$ cat config.mk
export PLATFORM = sky130hd
export DESIGN_NAME = pipe_ctrl_n_flat
export DESIGN_NICKNAME = d
export VERILOG_FILES = /design/src/rtl/pipe_ctrl_n_if.sv /design/src/rtl/pipe_ctrl_n.sv /design/src/flat_wrapper.sv
export SDC_FILE = /design/constraint.sdc
export NUM_CORES = 1
export LEC_CHECK = 0
export ABC_CLOCK_PERIOD_IN_PS = 7600
export BUFFER_PORTS_ARGS = -buffer_cell sky130_fd_sc_hd__clkbuf_2
export CORE_AREA = 2 2 199 201
export DETAILED_ROUTE_END_ITERATION = 8
export DIE_AREA = 0 0 201 203
export MAX_ROUTING_LAYER = met4
export SETUP_SLACK_MARGIN = 0.5
export SLEW_MARGIN = 20
export SYNTH_ARGS = -nofsm -noshare
export SYNTH_HDL_FRONTEND = slang
export SYNTH_SLANG_ARGS = --single-unit
export TNS_END_PERCENT = 10
$ cat constraint.sdc
create_clock -name clk -period 7.6 [get_ports clk]
set_input_delay 1.52 -clock clk [delete_from_list [all_inputs] [get_ports clk]]
set_output_delay 1.52 -clock clk [all_outputs]
set_load 0.03 [all_outputs]
$ cat src/rtl/pipe_ctrl_n_if.sv
// Handshake and bus bundle between the pipeline controller and its surroundings.
// The master drives entry/exit control; the slave (controller) returns pipeline state.
interface pipe_ctrl_n_if #(
    parameter int unsigned STAGES = 5,
    parameter int unsigned BUS_W  = 64,
    parameter int unsigned SW     = 3
);
    logic                      in_valid;
    logic                      in_ready;
    logic [BUS_W-1:0]          in_bus;
    logic [STAGES-1:0]         stage_over;
    logic [STAGES-1:0]         stage_valid;
    logic [STAGES-1:0]         allow_in;
    logic [STAGES*BUS_W-1:0]   stage_bus;
    logic                      out_valid;
    logic                      out_ready;
    logic [BUS_W-1:0]          out_bus;
    logic                      flush;
    logic [SW-1:0]             flush_stage;
    logic [SW-1:0]             occupancy;
    logic [31:0]               stall_cnt;

    modport master (
        output in_valid, in_bus, stage_over, out_ready, flush, flush_stage,
        input  in_ready, stage_valid, allow_in, stage_bus, out_valid, out_bus,
               occupancy, stall_cnt
    );

    modport slave (
        input  in_valid, in_bus, stage_over, out_ready, flush, flush_stage,
        output in_ready, stage_valid, allow_in, stage_bus, out_valid, out_bus,
               occupancy, stall_cnt
    );
endinterface

$ cat src/rtl/pipe_ctrl_n.sv
// N-stage valid/allow_in pipeline controller with per-stage bus latches,
// partial flush (stage 0..k), exit backpressure, occupancy and entry-stall statistics.
module pipe_ctrl_n #(
    parameter int unsigned STAGES = 5,
    parameter int unsigned BUS_W  = 64,
    parameter int unsigned SW     = 3
) (
    input  logic          clk,
    input  logic          resetn,
    pipe_ctrl_n_if.slave  p
);
    localparam int unsigned LAST = STAGES - 1;

    logic [STAGES-1:0]             valid_q, valid_d;
    logic [STAGES-1:0][BUS_W-1:0]  bus_q,   bus_d;
    logic [SW-1:0]                 occ_q,   occ_d;
    logic [31:0]                   stall_q, stall_d;

    logic [STAGES-1:0]             over_c;
    logic [STAGES-1:0]             allow_c;
    logic [STAGES-1:0]             kill_c;
    logic [STAGES-2:0]             xfer_c;
    logic                          in_ready_c;

    // Handshake chain: a stage accepts when empty or its occupant leaves this edge.
    // Gating stage_over with valid keeps X on empty stages out of the chain.
    always_comb begin
        int unsigned idx;
        idx           = 0;
        over_c        = valid_q & p.stage_over;
        allow_c       = '0;
        allow_c[LAST] = ~valid_q[LAST] | (over_c[LAST] & p.out_ready);
        for (int unsigned n = 0; n < LAST; n++) begin
            idx          = LAST - 1 - n;
            allow_c[idx] = ~valid_q[idx] | (over_c[idx] & allow_c[idx+1]);
        end
        for (int unsigned j = 0; j < STAGES; j++) begin
            kill_c[j] = p.flush & (32'(p.flush_stage) >= j);
        end
        for (int unsigned j = 0; j < LAST; j++) begin
            xfer_c[j] = over_c[j] & ~kill_c[j] & allow_c[j+1];
        end
        in_ready_c = allow_c[0] & ~p.flush;
    end

    // Next-state: kill dominates, then advance/bubble, otherwise hold.
    always_comb begin
        valid_d = valid_q;
        bus_d   = bus_q;
        occ_d   = '0;
        stall_d = stall_q;

        if (kill_c[0]) begin
            valid_d[0] = 1'b0;
        end else if (in_ready_c) begin
            valid_d[0] = p.in_valid;
            if (p.in_valid) begin
                bus_d[0] = p.in_bus;
            end
        end

        for (int unsigned j = 1; j < STAGES; j++) begin
            if (kill_c[j]) begin
                valid_d[j] = 1'b0;
            end else if (allow_c[j]) begin
                valid_d[j] = xfer_c[j-1];
                if (xfer_c[j-1]) begin
                    bus_d[j] = bus_q[j-1];
                end
            end
        end

        for (int unsigned j = 0; j < STAGES; j++) begin
            occ_d = occ_d + SW'(valid_d[j]);
        end

        if (p.in_valid & ~in_ready_c & ~p.flush & (stall_q != 32'hFFFF_FFFF)) begin
            stall_d = stall_q + 32'd1;
        end
    end

    always_ff @(posedge clk or negedge resetn) begin
        if (!resetn) begin
            valid_q <= '0;
            bus_q   <= '0;
            occ_q   <= '0;
            stall_q <= '0;
        end else begin
            valid_q <= valid_d;
            bus_q   <= bus_d;
            occ_q   <= occ_d;
            stall_q <= stall_d;
        end
    end

    assign p.in_ready    = in_ready_c;
    assign p.stage_valid = valid_q;
    assign p.allow_in    = allow_c;
    assign p.stage_bus   = bus_q;
    assign p.out_valid   = over_c[LAST];
    assign p.out_bus     = bus_q[LAST];
    assign p.occupancy   = occ_q;
    assign p.stall_cnt   = stall_q;
endmodule

$ cat src/flat_wrapper.sv
// flat-port wrapper written by rule: the top's interface ports become plain ports
module pipe_ctrl_n_flat 
#(
    parameter int unsigned STAGES = 5,
    parameter int unsigned BUS_W  = 64,
    parameter int unsigned SW     = 3
)
  (clk, resetn, p_in_valid, p_in_bus, p_stage_over, p_out_ready, p_flush, p_flush_stage, p_in_ready, p_stage_valid, p_allow_in, p_stage_bus, p_out_valid, p_out_bus, p_occupancy, p_stall_cnt);
  pipe_ctrl_n_if #(.STAGES(STAGES), .BUS_W(BUS_W), .SW(SW)) p_i ();
  input  logic clk;
  input  logic resetn;
  input wire logic [$bits(p_i.in_valid)-1:0] p_in_valid;
  input wire logic [$bits(p_i.in_bus)-1:0] p_in_bus;
  input wire logic [$bits(p_i.stage_over)-1:0] p_stage_over;
  input wire logic [$bits(p_i.out_ready)-1:0] p_out_ready;
  input wire logic [$bits(p_i.flush)-1:0] p_flush;
  input wire logic [$bits(p_i.flush_stage)-1:0] p_flush_stage;
  output wire logic [$bits(p_i.in_ready)-1:0] p_in_ready;
  output wire logic [$bits(p_i.stage_valid)-1:0] p_stage_valid;
  output wire logic [$bits(p_i.allow_in)-1:0] p_allow_in;
  output wire logic [$bits(p_i.stage_bus)-1:0] p_stage_bus;
  output wire logic [$bits(p_i.out_valid)-1:0] p_out_valid;
  output wire logic [$bits(p_i.out_bus)-1:0] p_out_bus;
  output wire logic [$bits(p_i.occupancy)-1:0] p_occupancy;
  output wire logic [$bits(p_i.stall_cnt)-1:0] p_stall_cnt;
  assign p_i.in_valid = p_in_valid;
  assign p_i.in_bus = p_in_bus;
  assign p_i.stage_over = p_stage_over;
  assign p_i.out_ready = p_out_ready;
  assign p_i.flush = p_flush;
  assign p_i.flush_stage = p_flush_stage;
  assign p_in_ready = p_i.in_ready;
  assign p_stage_valid = p_i.stage_valid;
  assign p_allow_in = p_i.allow_in;
  assign p_stage_bus = p_i.stage_bus;
  assign p_out_valid = p_i.out_valid;
  assign p_out_bus = p_i.out_bus;
  assign p_occupancy = p_i.occupancy;
  assign p_stall_cnt = p_i.stall_cnt;
  pipe_ctrl_n #(.STAGES(STAGES), .BUS_W(BUS_W), .SW(SW)) u_core (.clk(clk), .resetn(resetn), .p(p_i));
endmodule
==> flow_metrics.tcl, run 1 <==
set metrics [dict create \
    clock_sink_count 360 \
    synth.distinct_cells 44 \
    yosysTopAreaCellShare 0.623 \
    crit_fanout 35 \
    synth_ff_type "dfrtp_1" \
    multiInputGateArea_sq_mm 0.00473 \
    rsz0062_at_grt "false" \
    coreArea_sq_mm 0.0385 \
    fin_hold_ws_ns 0.505 \
    r2r_start "u_core.p.stage_valid[3]" \
    tritoncts "yes" \
    slew_violations 0 \
    grt_pass1_vias 9622 \
    endpoint_kind "output pin" \
    path_clk_slew_ns 0.06 \
    ys_top_cells_by_area "dfrtp_1, mux2_2, mux2_1" \
    dp_hpwl_mm 27.0 \
    yosys_warnings 0 \
    final_util 0.478 \
    power_leakage_nw 9.62 \
    h-tree-depth 2 \
    hold_end "u_core.p.stage_bus[40]" \
    ctsLongestPathBuffers 3 \
    ys_seq_elements 360 \
    postRouteAntennaNets 0 \
    synth_commonest_cells "dfrtp_1, mux2_2, buf_4, mux2_1, xor2_1" \
    syn_to_final_growth_pct 27.2 \
    wl_per_cell_um 19.6 \
    status "finished clean" \
    hold_viol 0 \
    cts_setup_buffers 0 \
    tns_ns 0 \
    grt_max_degree 178 \
    finalSetupViolCount 0 \
    maxSlewHeadroom 0.254 \
    grt_pass1_wl_mm 58.4 \
    dp_slack_ns 3.04 \
    worst_slack_ns 3.04 \
    io_pins 508 \
    seq_area_frac_synth 0.623 \
    route.detailed.drc 0 \
    r2r_cells 9 \
    fin_skew_ns 0.00698 \
    drtPass1Iterations 4 \
    reg2reg_slack_ns 4.37 \
    die_h_um 203 \
    num_vias 9395 \
    drt_iter0_drc 307 \
    rows 72 \
    synth_edf_count 0 \
    worst_ep_required_time_ns 6.08 \
    peakVddDrop_mv 0.216 \
    r2r_end "u_core.p.occupancy[1]" \
    overflow 0 \
    grt_use_total 0.191 \
    period_share 0.600 \
    yosys.area.top_type "dfrtp_1" \
    cts-resized-gates 0 \
    crit_path_start_kind "input pin" \
    start_util 0.376 \
    drv_cap 0 \
    power_density_mw_per_mm2 341 \
    syn_area_per_cell_sq_um 15.2 \
    yosysMostFrequentCell "dfrtp_1" \
    cpMostUsedCell "clkbuf_2" \
    cts_root_buf "clkbuf_16" \
    hp-class "reg -> reg" \
    whs_path_depth 1 \
    slowest_stage "a221oi_2" \
    gp_congestion 0.823 \
    final_nets 1487 \
    hp-start "u_core.p.stage_bus[40]" \
    fillers 3500 \
    dieArea_sq_mm 0.0408 \
    path_class "in -> out" \
    ys_async_sr_fraction 1.00 \
    wl_mm 38.3 \
    synth_area_sq_mm 0.0145 \
    seq_area_sq_mm 0.00901 \
    synth_nets 1032 \
    numCtsBuffers 41 \
    period_minus_slack_ns 4.56 \
    tightest_slew_ns 1.12 \
    io_buffers 507 \
    die_width_um 201 \
    arrival_ns 3.04 \
    layout-drive-gt1-share 0.584 \
    antenna_found_initial 2 \
    hold_buffers 0 \
    insertion_delay_ns 0.54 \
    syn-instance-count 950 \
    p_total_mw 6.28 \
    slowest_delay_ns 0.44 \
    vias_per_cell 4.80 \
    path_cells "clkbuf_2, inv_1, a221oi_2, a2bb2oi_2, buf_4, nor2b_1, clkbuf_2" \
    fmax_mhz 219 \
]
## sequential cells by signal (all words and copies together), names as in the netlist
register / flops
u_core.p.out_bus: 64
u_core.p.stage_bus: 256
u_core.p.occupancy: 3
u_core.p.stall_cnt: 32
u_core.p.stage_valid: 5
## final cells by class
type | count | area share
clock inverters | 14 | 0.00850
flip-flops and latches | 360 | 0.490
repair buffers | 515 | 0.142
well taps | 518 | 0.0352
multi-input cells | 479 | 0.257
clock buffers | 62 | 0.0651
diodes | 2 | 0.000272
inverters | 8 | 0.00163
## worst max-delay path by stage
stage,start,to,slack (ns),depth (start not counted)
after floorplan,p_stage_over[3],p_in_ready,2.85,5
after global placement,p_stage_over[3],p_in_ready,3.07,7
after detailed placement,p_stage_over[3],p_in_ready,3.04,7
after CTS,p_stage_over[3],p_in_ready,3.03,7
after global routing,p_stage_over[4],p_in_ready,2.95,7
final,p_stage_over[3],p_in_ready,3.04,7
## placed cells by master (no fill, tap or decap), drive strengths merged, types with 10 or more instances in the layout
cell type	n
clkbuf	568
clkinv	10
dfrtp	360
mux2	321
nand2	20
nand3	13
nand4	10
nor3	16
nor4	11
xor2	29
## kinds of logic after synthesis
kind of cell	synth area share
fa+ha+maj	0.00537
compound gates	0.0127
simple gates	0.0384
xor+xnor	0.0188
mux	0.250
flops	0.623
buf+inv	0.0512
## critical path, delay by kind of cell
kind,cells,cell delay (ns)
buffers and inverters,4,0.70
AOI/OAI and AO/OA,2,0.61
and+or+nand+nor,1,0.19
## per-stage QoR
step	cell area [sq um]	cells
CTS	18400	1956
global route	18400	1958
global placement	17000	1880
finish	18400	1958
floorplan	14500	950
detailed placement	17000	1880
## power breakdown
part,internal [mW],switching (mW),total [mW]
Combinational,0.534,1.17,1.70
Clock,1.19,0.770,1.96
Sequential,2.30,0.315,2.61
Total,4.02,2.25,6.28
## layer usage
layer,part of all wire,vias up,global-route usage
met4,0.030,0,0.0714
met5,0,-,-
met2,0.49,342,0.308
li1,-,4216,-
met1,0.42,4777,0.236
met3,0.064,60,0.0435
Power figures use the tool's default switching activity.
==> inputs of run 2 (changes only) <==
--- a/config.mk
+++ b/config.mk
@@ -5,12 +5,14 @@
 export SDC_FILE = /design/constraint.sdc
 export NUM_CORES = 1
 export LEC_CHECK = 0
-export ABC_CLOCK_PERIOD_IN_PS = 7600
+export ABC_AREA = 1
+export ABC_CLOCK_PERIOD_IN_PS = 3700
 export BUFFER_PORTS_ARGS = -buffer_cell sky130_fd_sc_hd__clkbuf_2
 export CORE_AREA = 2 2 199 201
 export DETAILED_ROUTE_END_ITERATION = 8
 export DIE_AREA = 0 0 201 203
 export MAX_ROUTING_LAYER = met4
+export PLACE_DENSITY = 0.68
 export SETUP_SLACK_MARGIN = 0.5
 export SLEW_MARGIN = 20
 export SYNTH_ARGS = -nofsm -noshare
==> constraint.sdc (replaced) <==
create_clock -name clk -period 3.7 [get_ports clk]
set_input_delay 0.74 -clock clk [delete_from_list [all_inputs] [get_ports clk]]
set_output_delay 0.74 -clock clk [all_outputs]
set_load 0.03 [all_outputs]
==> flow_metrics.tcl, run 2 <==
set metrics [dict create \
    grt_use_total 0.235 \
    fmax_mhz 330 \
    clock_power_share 0.311 \
    synth_edf_count 0 \
    drv_cap 0 \
    period_minus_slack_ns 3.03 \
    vias_per_cell 4.90 \
    synth_area_sq_mm 0.0155 \
    final_nets 2134 \
    ys_top_cells_by_area "dfrtp_1, nand2_1, mux2_2" \
    yosys_warnings 0 \
    tritoncts "yes" \
    path_clk_slew_ns 0.06 \
    rsz0062_at_grt "false" \
    reg2reg_slack_ns 1.00 \
    grt_pass1_vias 12500 \
    crit_fanout 37 \
    route.detailed.drc 0 \
    final_util 0.501 \
    die_width_um 201 \
    power_density_mw_per_mm2 629 \
    drt_iter0_drc 740 \
    ctsLongestPathBuffers 3 \
    antenna_found_initial 0 \
    wl_mm 46.7 \
    insertion_delay_ns 0.56 \
    synth.distinct_cells 31 \
    io_buffers 507 \
    hold_buffers 0 \
    final_cell_mix "clkbuf_2, nand2_1, dfrtp_1" \
    worst_ep_required_time_ns 2.96 \
    dp_hpwl_mm 33.9 \
    wl_per_cell_um 18.0 \
    slew_violations 0 \
    diodes 0 \
    postRouteAntennaNets 0 \
    tns_ns 0 \
    crit_path_start_kind "flop" \
    endpoint_kind "output pin" \
    clock_sink_count 360 \
    ys_seq_elements 360 \
    h-tree-depth 2 \
    path_class "reg -> out" \
    share_seq_of_total_power 0.425 \
    switchingPower_mw 4.51 \
    yosys.area.top_type "dfrtp_1" \
    largest_reg_flops 256 \
    hp-class "in -> async" \
    maxSlewHeadroom 0.361 \
    hold_viol 0 \
    synth_commonest_cells "nand2_1, dfrtp_1, nand3_1" \
    layout-drive-gt1-share 0.343 \
    peakVddDrop_mv 0.346 \
    grt_pass1_wl_mm 72.6 \
    start_util 0.404 \
    ys_async_sr_fraction 1.00 \
    drtPass1Iterations 5 \
    syn-instance-count 1624 \
    combinationalPowerShare 0.263 \
    io_pins 508 \
    syn_to_final_growth_pct 24.0 \
    final_common_cell "clkbuf_2" \
    rows 72 \
    yosysTopAreaCellShare 0.579 \
    syn_area_per_cell_sq_um 9.57 \
    arrival_ns 2.29 \
    num_vias 12700 \
    period_share 0.820 \
    coreArea_sq_mm 0.0385 \
    p_sw_frac 0.372 \
    seq_area_frac_synth 0.579 \
    cts_root_buf "clkbuf_16" \
    synth_nets 1706 \
    internal-power_mw 7.61 \
    dieArea_sq_mm 0.0408 \
    grt_max_degree 83 \
    die_h_um 203 \
    gp_congestion 0.919 \
    power_leakage_nw 10.8 \
    tightest_slew_ns 0.958 \
    numCtsBuffers 39 \
    overflow 0 \
    fin_skew_ns 0.0140 \
    status "finished clean" \
    yosysMostFrequentCell "nand2_1" \
    finalSetupViolCount 0 \
    synth_ff_type "dfrtp_1" \
]
run 2: cell types whose count changed after synthesis, moves of 63 or more:
cell	change
inv_1	+90
nand2_1	+461
mux2_2	-186
nand3_1	+120
nor2_1	+100
mux2_1	-70
a21oi_1	+66
o21ai_0	+63
run 2: metal layers:
layer,wire length [um],GRT usage,part of all wire
met3,2850,0.0459,0.061
met5,0,-,0
met1,19700,0.298,0.42
met2,22800,0.382,0.49
met4,1270,0.0701,0.027
run 2: logic make-up after synthesis:
kind of cell               count (synthesis)  share of synthesized area
xor gates and xnor gates                  16                    0.00901
buffers and inverters                    246                     0.0880
AOI/OAI and AO/OA                        137                     0.0444
DFF                                      360                      0.579
and+or+nand+nor                          796                      0.228
adders and majority gates                  5                    0.00499
muxes                                     64                     0.0464
run 2: final timing paths:
path | start | endpoint | depth (start not counted)
max | u_core.p.stage_valid[4] | p_allow_in[0] | 11
min | resetn | u_core.p.stage_bus[17] | 1
max reg2reg | u_core.p.stage_valid[4] | u_core.p.occupancy[1] | 14
max in group asynchronous | resetn | u_core.p.stage_bus[249] | 2
min reg2reg | u_core.p.stage_bus[92] | u_core.p.stage_bus[92] | 2
min in group clk | p_in_bus[18] | u_core.p.stage_bus[18] | 3
run 2: repair_timing:
item                                    CTS  global route
endpoints found under the setup margin    1             1
hold endpoints to repair                  0             0
pin swaps                                 0             0
resized for setup                         1             2
setup buffers                             0             0
cloned                                    0             0
run 2: area by class of cell:
| class | count | area [sq um] |
|---|---|---|
| Tap cell | 518 | 648 |
| Sequential cell | 360 | 9010 |
| Multi-Input combinational cell | 1018 | 5220 |
| Clock buffer | 56 | 1090 |
| Timing Repair Buffer | 534 | 2820 |
| Clock inverter | 10 | 119 |
| Inverter | 99 | 372 |
| Fill cell | 3698 | 19200 |
run 2: power by group through the flow:
stage	clock [mW]	sequential [mW]	combinational, mW
global placement	0	5.19	3.17
finish	3.77	5.15	3.19
floorplan	0	6.39	0.831
detailed placement	0	5.22	3.22
CTS	3.86	5.15	3.22
global route	4.02	5.24	3.40
run 2: per-stage QoR:
stage,power [mW],hold slack [ns],setup WS (ns),instances,area (sq um)
finish,12.1,0.149,0.666,2595,19300
global route,12.7,0.187,0.517,2595,19300
CTS,12.2,0.164,0.560,2595,19300
detailed placement,8.43,0.481,0.471,2529,18100
global placement,8.36,0.478,0.569,2529,18100
floorplan,7.22,0.444,0.305,1624,15600
run 2: critical path: stages, from the launching register on:
cell and delay [ns]:
dfrtp_1 0.42, nand2_4 0.11, nand2_2 0.07, nand2_4 0.09, nand2_2 0.07, nand2_4 0.09, nand2_4 0.06, nand2_4 0.10
nand2_8 0.07, nand2_8 0.06, buf_8 0.32, clkbuf_2 0.28
==> inputs of run 3 (changes only) <==
--- a/config.mk
+++ b/config.mk
@@ -6,13 +6,13 @@
 export NUM_CORES = 1
 export LEC_CHECK = 0
 export ABC_AREA = 1
-export ABC_CLOCK_PERIOD_IN_PS = 3700
+export ABC_CLOCK_PERIOD_IN_PS = 2800
 export BUFFER_PORTS_ARGS = -buffer_cell sky130_fd_sc_hd__clkbuf_2
-export CORE_AREA = 2 2 199 201
+export CORE_AREA = 2 2 200 202
 export DETAILED_ROUTE_END_ITERATION = 8
-export DIE_AREA = 0 0 201 203
+export DIE_AREA = 0 0 202 204
 export MAX_ROUTING_LAYER = met4
-export PLACE_DENSITY = 0.68
+export PLACE_DENSITY = 0.65
 export SETUP_SLACK_MARGIN = 0.5
 export SLEW_MARGIN = 20
 export SYNTH_ARGS = -nofsm -noshare
==> constraint.sdc (replaced) <==
create_clock -name clk -period 2.8 [get_ports clk]
set_input_delay 0.56 -clock clk [delete_from_list [all_inputs] [get_ports clk]]
set_output_delay 0.56 -clock clk [all_outputs]
set_load 0.03 [all_outputs]
==> flow_metrics.tcl, run 3 (same netlist as run 2, synthesis figures left out) <==
set metrics [dict create \
    endpoint_kind "flop" \
    worst_ep_required_time_ns 3.22 \
    overflow 0 \
    rsz0062_at_grt "true" \
    final_cell_mix "clkbuf_2, nand2_1, dfrtp_1" \
    critPathLaunch "u_core.p.stage_valid[4]" \
    numCtsBuffers 39 \
    dp_hpwl_mm 33.1 \
    insertion_delay_ns 0.55 \
    period_minus_slack_ns 2.59 \
    vias_per_cell 4.86 \
    grt_pass1_vias 12100 \
    p_sw_frac 0.366 \
    arrival_ns 3.01 \
    fin_hold_ws_ns 0.224 \
    path_class "reg -> reg" \
    fin_skew_ns 0.0177 \
    crit_fanout 3 \
    period_share 0.925 \
    drv_cap 0 \
    h-tree-depth 2 \
    maxSlewHeadroom 0.570 \
    multiInputGateArea_sq_mm 0.00527 \
    power_density_mw_per_mm2 823 \
    peakVddDrop_mv 0.486 \
    grt_pass1_wl_mm 71.0 \
    switchingPower_mw 5.97 \
    slew_violations 0 \
    fillers 3692 \
    hp-start "p_in_bus[31]" \
    antenna_found_initial 2 \
    r2r_start "u_core.p.stage_valid[4]" \
    hold_viol 0 \
    num_vias 12800 \
    tightest_slew_ns 0.644 \
    die_width_um 202 \
    hp-class "in -> reg" \
    die_h_um 204 \
    path_clk_slew_ns 0.06 \
    wl_mm 46.6 \
    crit_path_start_kind "flop" \
    fmax_mhz 386 \
    seq_area_sq_mm 0.00901 \
    coreArea_sq_mm 0.0392 \
    layout-drive-gt1-share 0.354 \
    largest_reg_flops 256 \
    status "finished clean" \
    drtPass1Iterations 5 \
    dieArea_sq_mm 0.0412 \
    gp_congestion 0.893 \
    final_nets 2159 \
    route.detailed.drc 0 \
    grt_use_total 0.229 \
    rows 73 \
    clock_power_share 0.322 \
    finalSetupViolCount 0 \
    clock_sink_count 360 \
    start_util 0.397 \
    final_common_cell "clkbuf_2" \
    io_pins 508 \
    postRouteAntennaNets 0 \
    cts_root_buf "clkbuf_16" \
    grt_max_degree 93 \
    final_util 0.506 \
    wl_per_cell_um 17.7 \
    ctsLongestPathBuffers 3 \
    power_leakage_nw 11.1 \
    internal-power_mw 10.4 \
    syn_to_final_growth_pct 27.6 \
    share_seq_of_total_power 0.417 \
    drt_iter0_drc 637 \
    tritoncts "yes" \
    combinationalPowerShare 0.261 \
    io_buffers 507 \
]
-- run 3: changes by cell type in the layout (fill, tap and decap cells not counted), moves of 3 or more --
| cell | change |
|---|---|
| clkbuf_1 | -3 |
| buf_4 | +14 |
| clkbuf_2 | -3 |
| clkbuf_8 | +4 |
| buf_16 | +3 |
| buf_12 | +6 |
-- run 3: stage by stage --
step / TNS, ns / worst slack (ns) / power, mW / std cells / cell area [sq um]
after floorplan: -0.820 / -0.415 / 9.54 / 1624 / 15600
after CTS: 0 / 0.199 / 16.5 / 2621 / 19700
after global routing: 0 / 0.0728 / 17.1 / 2630 / 19800
final: 0 / 0.210 / 16.3 / 2631 / 19800
after global placement: -0.0974 / -0.0850 / 11.1 / 2545 / 18200
after detailed placement: -0.278 / -0.173 / 11.1 / 2545 / 18200
-- run 3: layout make-up --
type	count	area share
sequential	360	0.454
multi-input combinational	1018	0.266
timing repair buffer	559	0.162
clock buffer	56	0.0565
tap	525	0.0331
inverter	99	0.0187
clock inverter	12	0.00927
antenna	2	0.000252
-- run 3: path summary, 6_finish.rpt --
| path | to | slack (ns) | cells past startpoint |
|---|---|---|---|
| max in group asynchronous | u_core.p.stage_bus[243] | 1.34 | 3 |
| setup / recovery | u_core.p.occupancy[1] | 0.21 | 14 |
| setup reg to reg | u_core.p.occupancy[1] | 0.21 | 14 |
| hold / removal | u_core.p.stage_bus[31] | 0.22 | 3 |
| hold reg to reg | u_core.p.stage_bus[86] | 0.49 | 2 |
| min in group asynchronous | u_core.p.stage_bus[15] | 0.58 | 2 |
-- run 3: power by group through the flow --
stage,registers (mW),logic (mW),clock network (mW)
2_1_floorplan,8.44,1.10,0
3_3_place_gp,6.86,4.20,0
3_5_place_dp,6.90,4.25,0
4_1_cts,6.81,4.29,5.36
5_1_grt,6.94,4.54,5.59
6_report,6.82,4.26,5.25
-- run 3: routing by layer --
layer	GRT usage	vias up	wire, um
met3	0.0438	87	2570
met2	0.357	440	22400
met1	0.302	6190	20200
met4	0.0769	0	1440
li1	-	6066	-
met5	-	-	0
-- run 3: critical path: stages (launching register included) --
cell and delay [ns]:
dfrtp_1 0.41, nand2_4 0.07, nand2_4 0.06, nand2_4 0.05, nand2_4 0.06, nand2_4 0.05, nand2_4 0.08, nand2_8 0.07
nand2_8 0.10, nand2_8 0.05, a21oi_4 0.17, ha_4 0.22, fa_1 0.49, ha_2 0.17, fa_1 0.39
-- run 3: what timing repair did --
item | CTS | global route
hold buffers | 1 | 0
gates resized for setup | 20 | 9
endpoints found under the hold margin | 4 | 0
endpoints found under the setup margin | 66 | 38
pin swaps | 1 | 0
setup buffers | 5 | 7
cloned | 2 | 1
